$ cat src/rtl/cpu_pkg.sv
// Shared CPU definitions: ALU opcodes, forwarding-source selects, register-zero address.
package cpu_pkg;

    localparam logic [2:0] ALUC_ADD = 3'b000;
    localparam logic [2:0] ALUC_SUB = 3'b001;
    localparam logic [2:0] ALUC_OR  = 3'b010;
    localparam logic [2:0] ALUC_SLL = 3'b011;

    typedef enum logic [1:0] {
        FWD_REG   = 2'd0,
        FWD_EXMEM = 2'd1,
        FWD_MEMWB = 2'd2
    } fwd_sel_e;

    localparam logic [4:0] REG_ZERO = 5'd0;

endpackage

$ cat src/rtl/id_ex_stage_fwd_mux.sv
// fwd_mux: picks the newest value of one source register; EX/MEM beats MEM/WB, r0 never forwards.
module fwd_mux
    import cpu_pkg::*;
#(
    parameter int unsigned DW = 32,
    parameter int unsigned RW = 5
) (
    input  logic [RW-1:0] addr,
    input  logic [DW-1:0] reg_val,
    input  logic          exmem_we,
    input  logic [RW-1:0] exmem_rd,
    input  logic [DW-1:0] exmem_data,
    input  logic          memwb_we,
    input  logic [RW-1:0] memwb_rd,
    input  logic [DW-1:0] memwb_data,
    output logic [DW-1:0] value,
    output fwd_sel_e      sel
);

    always_comb begin
        sel   = FWD_REG;
        value = reg_val;
        if (addr != RW'(REG_ZERO)) begin
            if (exmem_we && (exmem_rd == addr)) begin
                sel   = FWD_EXMEM;
                value = exmem_data;
            end else if (memwb_we && (memwb_rd == addr)) begin
                sel   = FWD_MEMWB;
                value = memwb_data;
            end
        end
    end

endmodule

$ cat src/rtl/id_ex_stage.sv
// ID/EX pipeline register feeding the ALU, with valid/ready handshake and flush.
// Define ID_EX_FORWARD_EN to enable EX/MEM and MEM/WB forwarding with stall capture.
module id_ex_stage
    import cpu_pkg::*;
#(
    parameter int unsigned DW = 32,
    parameter int unsigned RW = 5
) (
    input  logic          clk,
    input  logic          rst,
    input  logic          in_valid,
    output logic          in_ready,
    input  logic [DW-1:0] in_rs_data,
    input  logic [DW-1:0] in_rt_data,
    input  logic [DW-1:0] in_imm,
    input  logic [4:0]    in_shamt,
    input  logic [RW-1:0] in_rs,
    input  logic [RW-1:0] in_rt,
    input  logic [RW-1:0] in_rd,
    input  logic [2:0]    in_aluc,
    input  logic          in_alusrc,
    input  logic          in_shift,
    input  logic          in_reg_write,
    input  logic          flush,
    input  logic          exmem_we,
    input  logic [RW-1:0] exmem_rd,
    input  logic [DW-1:0] exmem_data,
    input  logic          memwb_we,
    input  logic [RW-1:0] memwb_rd,
    input  logic [DW-1:0] memwb_data,
    output logic          out_valid,
    input  logic          out_ready,
    output logic [DW-1:0] alu_a,
    output logic [DW-1:0] alu_b,
    output logic [2:0]    alu_aluc,
    output logic [DW-1:0] out_rt_data,
    output logic [RW-1:0] out_rd,
    output logic          out_reg_write
);

`ifdef ID_EX_FORWARD_EN
    localparam bit FWD_EN = 1'b1;
`else
    localparam bit FWD_EN = 1'b0;
`endif

    logic          valid_q;
    logic [DW-1:0] rs_data_q, rt_data_q, imm_q;
    logic [4:0]    shamt_q;
    logic [RW-1:0] rs_q, rt_q, rd_q;
    logic [2:0]    aluc_q;
    logic          alusrc_q, shift_q, reg_write_q;

    logic [DW-1:0] rs_fwd, rt_fwd;
    fwd_sel_e      rs_sel, rt_sel;
    logic          fwd_exmem_we, fwd_memwb_we;

    // Gating the write enables keeps the mux structure identical in both builds;
    // with forwarding disabled every select stays FWD_REG.
    assign fwd_exmem_we = exmem_we & FWD_EN;
    assign fwd_memwb_we = memwb_we & FWD_EN;

    fwd_mux #(.DW(DW), .RW(RW)) u_fwd_rs (
        .addr       (rs_q),
        .reg_val    (rs_data_q),
        .exmem_we   (fwd_exmem_we),
        .exmem_rd   (exmem_rd),
        .exmem_data (exmem_data),
        .memwb_we   (fwd_memwb_we),
        .memwb_rd   (memwb_rd),
        .memwb_data (memwb_data),
        .value      (rs_fwd),
        .sel        (rs_sel)
    );

    fwd_mux #(.DW(DW), .RW(RW)) u_fwd_rt (
        .addr       (rt_q),
        .reg_val    (rt_data_q),
        .exmem_we   (fwd_exmem_we),
        .exmem_rd   (exmem_rd),
        .exmem_data (exmem_data),
        .memwb_we   (fwd_memwb_we),
        .memwb_rd   (memwb_rd),
        .memwb_data (memwb_data),
        .value      (rt_fwd),
        .sel        (rt_sel)
    );

    assign in_ready = !valid_q || out_ready;

    always_ff @(posedge clk) begin
        if (rst) begin
            valid_q     <= 1'b0;
            rs_data_q   <= '0;
            rt_data_q   <= '0;
            imm_q       <= '0;
            shamt_q     <= '0;
            rs_q        <= '0;
            rt_q        <= '0;
            rd_q        <= '0;
            aluc_q      <= '0;
            alusrc_q    <= 1'b0;
            shift_q     <= 1'b0;
            reg_write_q <= 1'b0;
        end else if (flush) begin
            valid_q <= 1'b0;
        end else if (in_valid && in_ready) begin
            valid_q     <= 1'b1;
            rs_data_q   <= in_rs_data;
            rt_data_q   <= in_rt_data;
            imm_q       <= in_imm;
            shamt_q     <= in_shamt;
            rs_q        <= in_rs;
            rt_q        <= in_rt;
            rd_q        <= in_rd;
            aluc_q      <= in_aluc;
            alusrc_q    <= in_alusrc;
            shift_q     <= in_shift;
            reg_write_q <= in_reg_write;
        end else if (valid_q && out_ready) begin
            valid_q <= 1'b0;
        end else if (valid_q) begin
            // Stalled: latch any forwarded value so a retiring producer is not lost.
            if (rs_sel != FWD_REG) rs_data_q <= rs_fwd;
            if (rt_sel != FWD_REG) rt_data_q <= rt_fwd;
        end
    end

    assign out_valid     = valid_q;
    assign alu_a         = shift_q ? {{(DW-5){1'b0}}, shamt_q} : rs_fwd;
    assign alu_b         = alusrc_q ? imm_q : rt_fwd;
    assign alu_aluc      = aluc_q;
    assign out_rt_data   = rt_fwd;
    assign out_rd        = rd_q;
    assign out_reg_write = valid_q & reg_write_q;

endmodule

$ cat config.mk
export PLATFORM = sky130hd
export DESIGN_NAME = id_ex_stage
export DESIGN_NICKNAME = d
export VERILOG_FILES = /design/src/rtl/cpu_pkg.sv /design/src/rtl/id_ex_stage_fwd_mux.sv /design/src/rtl/id_ex_stage.sv
export SDC_FILE = /design/constraint.sdc
export NUM_CORES = 1
export LEC_CHECK = 0
export BUFFER_PORTS_ARGS = -buffer_cell sky130_fd_sc_hd__buf_2
export CAP_MARGIN = 20
export CORE_UTILIZATION = 32
export DETAILED_ROUTE_END_ITERATION = 8
export GPL_TIMING_DRIVEN = 0
export PLACE_DENSITY = 0.57
export SYNTH_ARGS = -nofsm -noshare
export SYNTH_HDL_FRONTEND = slang
export SYNTH_SLANG_ARGS = --single-unit
$ cat constraint.sdc
create_clock -name clk -period 1.45 [get_ports clk]
set_input_delay 0.2175 -clock clk [delete_from_list [all_inputs] [get_ports clk]]
set_output_delay 0.2175 -clock clk [all_outputs]
set_load 0.02 [all_outputs]
==> results of run 1 <==
==> worst register-to-register path: stages (launching register included) <==
cell and delay, ns:
dfxtp_2 0.32, nor2b_4 0.13, nor3b_2 0.19, buf_6 0.18, clkbuf_16 0.19, clkbuf_16 0.17
mux2i_1 0.17
==> worst max-delay path by stage <==
stage	cells past startpoint	to	start
floorplan	6	imm_q[10]$_SDFFE_PP0P_	out_valid$_SDFFE_PP0P_
global placement	4	alu_b[5]	alusrc_q$_SDFFE_PP0P_
detailed placement	4	alu_b[0]	alusrc_q$_SDFFE_PP0P_
CTS	3	alu_b[0]	alusrc_q$_SDFFE_PP0P_
global route	3	alu_b[11]	alusrc_q$_SDFFE_PP0P_
finish	3	alu_b[11]	alusrc_q$_SDFFE_PP0P_
==> metrics by stage <==
stage | TNS (ns) | utilization, % | setup slack (ns)
final | -11.10 | 49.61 | -0.2915
after global routing | -15.04 | 49.61 | -0.3548
after global placement | -24.99 | 40.92 | -0.4167
after detailed placement | -19.24 | 40.92 | -0.3514
after CTS | -13.27 | 46.53 | -0.3297
after floorplan | 0 | - | 0.1161
==> sequential cells by signal (all words and copies together) (netlist names) <==
| name | count |
|---|---|
| rt_data_q | 32 |
| imm_q | 32 |
| out_rd | 5 |
| shift_q | 1 |
| shamt_q | 5 |
| alusrc_q | 1 |
| out_valid | 1 |
| alu_aluc | 3 |
| rs_data_q | 32 |
| reg_write_q | 1 |
==> logic make-up after synthesis <==
family	count (synthesis)	share of synthesized area, %
DFF	113	39.61
and+or+nand+nor	256	28.22
muxes	149	26.93
buffers and inverters	46	5.237
==> cell usage in the layout (no fill, tap or decap), drive strengths merged, types with 3 or more instances in the layout <==
master	Yosys	layout
clkbuf	26	57
mux2i	112	112
clkinvlp	0	3
clkinv	0	4
bufinv	0	3
nand2b	224	224
mux2	37	37
nor2b	28	28
buf	19	252
dfxtp	113	113
==> per-layer routing <==
layer | up-vias | part of all wire [%]
met5 | - | 0
met4 | 0 | 0.82
met3 | 12 | 8.7
met2 | 171 | 47
met1 | 2086 | 44
li1 | 2350 | -
==> power breakdown <==
group          switching (mW)  internal [mW]
Combinational           0.716          0.832
Clock                    1.50           2.82
Sequential              0.105           3.27
Total                    2.32           6.93
==> repair_timing <==
action | 4_1_cts | 5_1_grt
gates cloned | 1 | 11
setup buffers | 7 | 3
hold endpoints to repair | 1 | 0
endpoints found under the setup margin | 65 | 131
hold buffers | 1 | 0
gates resized for setup | 89 | 59
==> layout make-up <==
cell class              instances  area share [%]
well taps                     225           3.269
flip-flops and latches        113           26.37
clock inverters                10           1.540
inverters                       1         0.04359
clock buffers                  22           5.507
multi-input cells             405           38.49
repair buffers                244           19.76
plain buffers                  44           5.013
==> results.yml, run 1 <==
critical_path:
  cpMaxStageDelayCell: "dfxtp_4"
  crit_buf_inv: 2
  path_delay_family: "flip-flops"
  max_stage_delay_ns: 0.43
  crit_chain: "buf_8 -> mux2_2 -> buf_2"
  arrival_ns: 1.52
  ff2ff_path_depth: 6
  start_kind: "register"
  required_ns: 1.23
  rrSetupSlack_ns: 0.04
  critPathCaptureType: "primary output"
  r2r_start: "out_valid$_SDFFE_PP0P_"
  crit_type: "register to primary output"
  path_max_fanout: 10
  timing.rr.end: "rt_data_q[2]$_SDFFE_PP0P_"
synth:
  syn_nets: 767
  synth_top_area_cell: "dfxtp_1"
  synth.cell_area_sq_um: 5710
  syn_area_per_cell_sq_um: 10.12
  yosys_warnings: 0
  synthCells: 564
  yosysTopAreaCellShare_pct: 39.61
  synthFlopType: "dfxtp_1"
  ys_types: 16
  synth-async-reset-ratio_pct: 0
  ys_ff_latch: 113
  synthTopCellsByArea: "dfxtp_1 (40%), nand2b_1 (25%), mux2i_1 (20%)"
  ys_seq_area_share_pct: 39.61
  yosysMostFrequentCell: "nand2b_1"
  synth-edff-count: 0
  synthTopCellsByCount: "nand2b_1 (224), dfxtp_1 (113), mux2i_1 (112), mux2_2 (37), nor2b_1 (27)"
sta:
  fmax_mhz: 574.2
  slew_violations: 0
  rsz0062_at_grt: "yes"
  fin_ws_ns: -0.2915
  setup_viol: 59
  period_minus_slack_ns: 1.742
  worstMarginPinSlew_ns: 0.4934
  fin_skew_ns: 0.007455
  holdWs_ns: 0.05837
  final-hold-violation-count: 0
  slew_headroom_pct: 67.11
  fin_crit_sh_pct: 120.1
grt:
  grtUsageMet2_pct: 28.43
  grt_util_met1_pct: 21.18
  grt_antenna_before_repair: 0
  grt_overflow: 0
  grt.busiest_layer: "met2"
  grt_util_met3_pct: 7.669
  grt_use_total_pct: 17.62
  grt_pass1_wl_um: 24670
  grt_pass1_vias: 4661
  grt_max_degree: 17
routing:
  ant_nets: 0
  dr.pass1.iters: 4
  vias: 4619
  drt-total-wl_um: 16450
  drt_iter0_markers: 104
  avgViaCountPerCell: 4.341
  wl_per_cell_um: 15.46
  drc: 0
floorplanning:
  start_util_pct: 32.90
  die_w_um: 135.6
  chipHeight_um: 135.6
  fp.dieArea_sq_um: 18380
  rows: 48
  core_area_sq_um: 17360
  io_pins: 310
place:
  dpl.hpwl_um: 11380
  dp.cells: 1011
  place_area_sq_um: 7103
  io_buffers: 222
  gp_congestion: 0.7189
hold_path:
  worstHoldPathType: "input pin to register"
  min_from: "in_rt_data[7]"
  hold_path_depth: 3
  min_to: "rt_data_q[7]$_SDFFE_PP0P_"
cts:
  cts_buffers: 17
  cts_buffer_depth: 2
  cts_sinks: 113
  worstSkewPairLatency_ns: 0.41
  tritoncts: "yes"
  htreeDepth: 4
  cts-root-buf: "clkbuf_16"
  clkTransAtPathRegs_ns: 0.06
pwr:
  p_per_area_nw_per_um2: 1074
  ir_drop_v: 0.0007913
  leakagePower_nw: 3.804
  total_power_mw: 9.246
layout:
  n_antenna_cell: 0
  drive_above_1_share_pct: 42.19
  fin_nets: 1029
  area_delta_synth_final_pct: 50.79
  fin_cells: 1064
  fillers: 1674
  seqCellArea_sq_um: 2271
  final_cell_area_sq_um: 8611
  multi_input_area_sq_um: 3314
status:
  outcome: "finished with violations"
  violations: "negative setup slack"
run:
  cap_violations: 0
Note: power is estimated with default switching activity, not from simulation.
==> inputs of run 2 (changes only) <==
--- a/config.mk
+++ b/config.mk
@@ -5,6 +5,7 @@
 export SDC_FILE = /design/constraint.sdc
 export NUM_CORES = 1
 export LEC_CHECK = 0
+export ABC_AREA = 1
 export BUFFER_PORTS_ARGS = -buffer_cell sky130_fd_sc_hd__buf_2
 export CAP_MARGIN = 20
 export CORE_UTILIZATION = 32
==> run 2 against run 1 <==
The run still ends with negative setup slack left; largest cell class unchanged; sequential share of layout area rose by 0.78 points; area after synthesis fell by 1.2%; synthesized cell count rose by 49%; sequential cell count did not move; combinational power rose by 20%.
==> results.yml, run 2 <==
sta:
  fmax_mhz: 587.4
  fin_crit_sh_pct: 117.4
  final-hold-violation-count: 0
  fin_skew_ns: 0.009281
  fin_ws_ns: -0.2524
  period_minus_slack_ns: 1.702
  slew_headroom_pct: 61.41
  worstMarginPinSlew_ns: 0.5789
  slew_violations: 0
  rsz0062_at_grt: "yes"
  fin_setup_tns_ns: -8.621
  setup_viol: 64
critical_path:
  crit_chain: "buf_8 -> mux2_2 -> buf_2"
  crit_type: "register to primary output"
  crit_buf_inv: 2
  rrSetupSlack_ns: 0.10
  path_delay_family: "flip-flops"
  max_stage_delay_ns: 0.41
  path_max_fanout: 10
  start_kind: "register"
  required_ns: 1.23
  critPathCaptureType: "primary output"
  cpMaxStageDelayCell: "dfxtp_4"
  arrival_ns: 1.48
status:
  outcome: "finished with violations"
  violations: "negative setup slack"
layout:
  fin_cells: 1332
  area_delta_synth_final_pct: 48.35
  final_cell_mix: "buf_2 (218), inv_1 (141), nand2_1 (113), a21oi_1 (113)"
  fin_nets: 1295
  reg_top3: "imm_q x32, rs_data_q x32, rt_data_q x32"
  layout_commonest_cell: "buf_2"
  drive_above_1_share_pct: 32.67
floorplanning:
  fp.dieArea_sq_um: 18170
  die_w_um: 134.8
  io_pins: 310
  start_util_pct: 32.75
  core_area_sq_um: 17240
  chipHeight_um: 134.8
  rows: 48
routing:
  vias: 6023
  avgViaCountPerCell: 4.522
  ant_nets: 0
  dr.pass1.iters: 4
  drt_iter0_markers: 211
  drt-total-wl_um: 18390
  wl_per_cell_um: 13.81
  drc: 0
place:
  gp_congestion: 0.7743
  dp.cells: 1289
  io_buffers: 223
  dpl.hpwl_um: 13050
cts:
  cts_sinks: 113
  clkTransAtPathRegs_ns: 0.06
  cts_buffer_depth: 2
  worstSkewPairLatency_ns: 0.41
  cts-root-buf: "clkbuf_16"
  tritoncts: "yes"
  cts_buffers: 17
  htreeDepth: 4
grt:
  grt_pass1_vias: 5589
  grt_antenna_before_repair: 2
  grt_overflow: 0
  grt_use_total_pct: 20.56
  grt_max_degree: 17
  grt_pass1_wl_um: 28920
synth:
  ys_seq_area_share_pct: 40.08
  ys_ff_latch: 113
  yosysMostFrequentCell: "inv_1"
  synth_top_area_cell: "dfxtp_1"
  synth-async-reset-ratio_pct: 0
  ys_types: 16
  synth.cell_area_sq_um: 5644
  syn_nets: 1044
  yosys_warnings: 0
  yosysTopAreaCellShare_pct: 40.08
  synthCells: 841
  syn_area_per_cell_sq_um: 6.711
  synthFlopType: "dfxtp_1"
  synth-edff-count: 0
  synthTopCellsByArea: "dfxtp_1 (40%), a21oi_1 (10%), nand3_1 (9.9%)"
  synthTopCellsByCount: "inv_1 (141), nor2_1 (139), a21oi_1 (113), dfxtp_1 (113), nand2_1 (113)"
pwr:
  switchingPower_mw: 2.656
  p_sw_share_pct: 27.41
  clock_power_share_pct: 45.1
  ir_drop_v: 0.0007904
  cell_internal_pwr_mw: 7.034
  p_per_area_nw_per_um2: 1157
  p_seq_share_pct: 35.7
  leakagePower_nw: 4.448
  p_comb_share_pct: 19.2
run:
  cap_violations: 0
hold_path:
  worstHoldPathType: "input pin to register"
## run 2: cell types whose count changed after synthesis, moves of 8 or more
| cell | before | now |
|---|---|---|
| nor2b_1 | 27 | 0 |
| a21oi_1 | 0 | 113 |
| mux2_1 | 0 | 29 |
| nand2b_1 | 224 | 0 |
| clkbuf_1 | 26 | 15 |
| mux2i_1 | 112 | 0 |
| buf_2 | 7 | 42 |
| buf_8 | 8 | 0 |
| nand3_1 | 0 | 112 |
| nor2_1 | 1 | 139 |
| nand2_1 | 0 | 113 |
| mux2_2 | 37 | 8 |
| inv_1 | 1 | 141 |
## run 2: kinds of logic (layout without fill, tap and decap cells)
family	count (synthesis)	in the layout	synth area share, %
compound gates	113	113	10.02
buf+inv	211	475	15.43
flops	113	113	40.08
mux	37	37	7.382
other cells	0	2	0
simple gates	367	367	27.09
## run 2: per-stage QoR
| step | area (sq um) | total power, mW | hold slack, ns | utilization (%) | setup WS, ns |
|---|---|---|---|---|---|
| 5_1_grt | 8368 | 10.11 | 0.1259 | 48.55 | -0.2955 |
| 2_1_floorplan | 5644 | 4.507 | 0.2943 | - | 0.09400 |
| 6_report | 8373 | 9.689 | 0.1204 | 48.58 | -0.2524 |
| 3_5_place_dp | 7042 | 5.099 | 0.4278 | 40.85 | -0.3779 |
| 3_3_place_gp | 7042 | 5.095 | 0.4328 | 40.85 | -0.3900 |
| 4_1_cts | 8310 | 9.769 | 0.09878 | 48.21 | -0.2877 |
## run 2: final timing paths
kind                                from                   endpoint  depth (start not counted)
hold / removal                 in_imm[5]      imm_q[5]$_SDFFE_PP0P_                          5
hold reg to reg   imm_q[29]$_SDFFE_PP0P_     imm_q[29]$_SDFFE_PP0P_                          2
setup reg to reg  out_valid$_SDFFE_PP0P_  rs_data_q[8]$_SDFFE_PP0P_                          6
setup / recovery   alusrc_q$_SDFFE_PP0P_                  alu_b[10]                          3
## run 2: power by group through the flow
stage,registers (mW),logic (mW),clock network (mW)
floorplan,3.57,0.933,0
global placement,3.52,1.58,0
detailed placement,3.52,1.58,0
CTS,3.46,1.85,4.46
global route,3.48,2.04,4.58
finish,3.46,1.86,4.37
## run 2: tightest hold or removal path: stages
cell     delay [ns]
buf_2          0.07
inv_1          0.03
nand3_1        0.06
nand2_1        0.05
nor2_1         0.07
## run 2: final cells by class
cell class	count	area, sq um
Tap cell	225	281.5
Antenna cell	2	5.005
Inverter	143	536.8
Buffer	66	449.2
Multi-Input combinational cell	517	2738
Sequential cell	113	2273
Timing Repair Buffer	234	1478
Fill cell	1808	8864
Clock inverter	11	161.4
Clock buffer	21	450.4
## run 2: repair_timing
item / 4_1_cts / 5_1_grt
pin swaps: 28 / 0
endpoints found under the hold margin: 1 / 0
gates cloned: 2 / 0
buffers inserted: 7 / 0
gates resized for setup: 159 / 25
hold buffers: 2 / 0
endpoints found under the setup margin: 112 / 134
## run 2: layer usage
| metal | wire length (um) | GRT usage (%) | share of wire (%) | vias to the layer above |
|---|---|---|---|---|
| li1 | - | - | - | 3120 |
| met1 | 8583 | 26.67 | 47 | 2705 |
| met2 | 8355 | 33.33 | 45 | 186 |
| met5 | 0 | 0 | 0 | - |
| met4 | 140 | 4.806 | 0.76 | 0 |
| met3 | 1310 | 6.194 | 7.1 | 12 |
==> inputs of run 3 (changes only) <==
--- a/config.mk
+++ b/config.mk
@@ -11,7 +11,7 @@
 export CORE_UTILIZATION = 32
 export DETAILED_ROUTE_END_ITERATION = 8
 export GPL_TIMING_DRIVEN = 0
-export PLACE_DENSITY = 0.57
+export PLACE_DENSITY = 0.69
 export SYNTH_ARGS = -nofsm -noshare
 export SYNTH_HDL_FRONTEND = slang
 export SYNTH_SLANG_ARGS = --single-unit
==> run 3 against run 2 <==
The flow still finishes with violations (negative setup slack); routed wire length up 3.8%; sequential cell count unchanged; global-route usage rose by 0.56 points; register-to-register slack lost 0.02 ns; power decreased by 2.6%; die area unchanged; hold slack worse by 0.00096 ns; non-clock buffer count rose by 4; first-iteration DRC count is 0.95% higher; worst setup slack worse by 0.025 ns.
==> results.yml, run 3 (same netlist as run 2, synthesis figures left out) <==
status:
  outcome: "finished with violations"
  violations: "negative setup slack"
routing:
  drt-total-wl_um: 19090
  wl_per_cell_um: 14.30
  avgViaCountPerCell: 4.605
  drt_iter0_markers: 213
  vias: 6148
  drc: 0
  dr.pass1.iters: 5
  ant_nets: 0
sta:
  worstMarginPinSlew_ns: 0.5863
  period_minus_slack_ns: 1.727
  slew_headroom_pct: 60.92
  slew_violations: 0
  fin_setup_tns_ns: -10.16
  fin_skew_ns: 0.007003
  rsz0062_at_grt: "yes"
  fmax_mhz: 579.0
  fin_crit_sh_pct: 119.1
  setup_viol: 64
  fin_ws_ns: -0.2770
  final-hold-violation-count: 0
cts:
  cts_buffers: 17
  cts_sinks: 113
  htreeDepth: 4
  cts-root-buf: "clkbuf_16"
  cts_buffer_depth: 2
  worstSkewPairLatency_ns: 0.41
  clkTransAtPathRegs_ns: 0.06
  tritoncts: "yes"
place:
  place_ws_ns: -0.3900
  io_buffers: 223
  dpl.hpwl_um: 13190
  dp.cells: 1289
  gp_congestion: 0.7951
pwr:
  p_sw_share_pct: 28.88
  cell_internal_pwr_mw: 6.714
  leakagePower_nw: 4.422
  clock_power_share_pct: 43.2
  ir_drop_v: 0.0007475
  p_comb_share_pct: 20.1
  p_seq_share_pct: 36.7
  switchingPower_mw: 2.727
  p_per_area_nw_per_um2: 1124
grt:
  grt_antenna_before_repair: 1
  grt_pass1_wl_um: 29530
  grt_max_degree: 17
  grt_overflow: 0
  grt_use_total_pct: 21.12
  grt_pass1_vias: 5808
layout:
  layout_commonest_cell: "buf_2"
  fillers: 1760
  fin_nets: 1299
  area_delta_synth_final_pct: 48.77
  drive_above_1_share_pct: 33.27
  reg_top3: "imm_q x32, rs_data_q x32, rt_data_q x32"
  final_cell_mix: "buf_2 (218), inv_1 (141), nand2_1 (113)"
  fin_cells: 1335
critical_path:
  start_kind: "register"
  r2r_start: "out_valid$_SDFFE_PP0P_"
  path_max_fanout: 10
  timing.rr.end: "out_rd[4]$_SDFFE_PP0P_"
  rrSetupSlack_ns: 0.08
  critPathCaptureType: "primary output"
  required_ns: 1.23
  ff2ff_path_depth: 6
  crit_start: "alusrc_q$_SDFFE_PP0P_"
  critPathCapture: "alu_b[12]"
  crit_type: "register to primary output"
  arrival_ns: 1.51
floorplanning:
  die_w_um: 134.8
  chipHeight_um: 134.8
  rows: 48
  fp.dieArea_sq_um: 18170
  core_area_sq_um: 17240
  start_util_pct: 32.75
  io_pins: 310
hold_path:
  worstHoldPathType: "input pin to register"
run:
  cap_violations: 0
[run 3: cell count changes in the layout (fill, tap and decap cells not counted), moves of 3 or more]
cell and delta:
mux2_4 +3, clkbuf_4 -3, buf_6 +5, buf_4 +4
buf_12 +3, clkinvlp_4 +5, buf_8 -4, mux2_1 -3
[run 3: how the worst min path moves through the flow]
stage                        start                         end  cells after the start  slack, ns
finish              in_rt_data[10]  rt_data_q[10]$_SDFFE_PP0P_                      5       0.12
detailed placement             rst      out_valid$_SDFFE_PP0P_                      2       0.41
global placement               rst      out_valid$_SDFFE_PP0P_                      2       0.42
floorplan                      rst      out_valid$_SDFFE_PP0P_                      1       0.29
CTS                 in_rt_data[17]  rt_data_q[17]$_SDFFE_PP0P_                      5        0.1
global route         in_rt_data[5]   rt_data_q[5]$_SDFFE_PP0P_                      5       0.11
[run 3: power groups by stage]
stage / Clock (mW) / Combinational (mW) / Sequential (mW)
after detailed placement: 0 / 1.58 / 3.52
after global placement: 0 / 1.57 / 3.52
after global routing: 4.30 / 2.07 / 3.49
final: 4.08 / 1.89 / 3.47
after CTS: 4.17 / 1.87 / 3.46
after floorplan: 0 / 0.933 / 3.57
[run 3: metal layers]
layer  wire length (um)  up-vias  part of all wire (%)  track usage (%)
met4                231        0                   1.2            6.305
met1               8400     2783                    44            26.48
met5                  0        -                     0                0
li1                   -     3126                     -                -
met3               1228       18                   6.4            5.105
met2               9233      221                    48            35.71
[run 3: final cells by class]
| class | instances | area, sq um | area share, % |
|---|---|---|---|
| Antenna cell | 1 | 2.502 | 0.02980 |
| Buffer | 64 | 400.4 | 4.768 |
| Clock buffer | 19 | 442.9 | 5.275 |
| Clock inverter | 13 | 137.6 | 1.639 |
| Inverter | 143 | 536.8 | 6.392 |
| Multi-Input combinational cell | 517 | 2761 | 32.89 |
| Sequential cell | 113 | 2273 | 27.07 |
| Tap cell | 225 | 281.5 | 3.353 |
| Timing Repair Buffer | 240 | 1560 | 18.58 |
[run 3: worst max-delay path: stages, from the launching register on]
cell and delay [ns]:
dfxtp_4 0.41, buf_8 0.16, mux2_2 0.36, buf_2 0.17
[run 3: repair_timing]
| item | CTS | global route |
|---|---|---|
| hold buffers | 2 | 0 |
| pin swaps | 27 | 2 |
| resized for setup | 165 | 26 |
| buffers inserted | 12 | 2 |
| setup endpoints to repair | 177 | 90 |
| endpoints found under the hold margin | 1 | 0 |
| gates cloned | 2 | 0 |
[run 3: through the flow]
stage | cell area (sq um) | hold WS [ns] | utilization [%] | power [mW]
floorplan | 5644 | 0.2943 | - | 4.507
global placement | 7042 | 0.4229 | 40.85 | 5.088
detailed placement | 7042 | 0.4139 | 40.85 | 5.105
CTS | 8352 | 0.09829 | 48.45 | 9.504
global route | 8394 | 0.1094 | 48.70 | 9.868
finish | 8397 | 0.1195 | 48.72 | 9.441
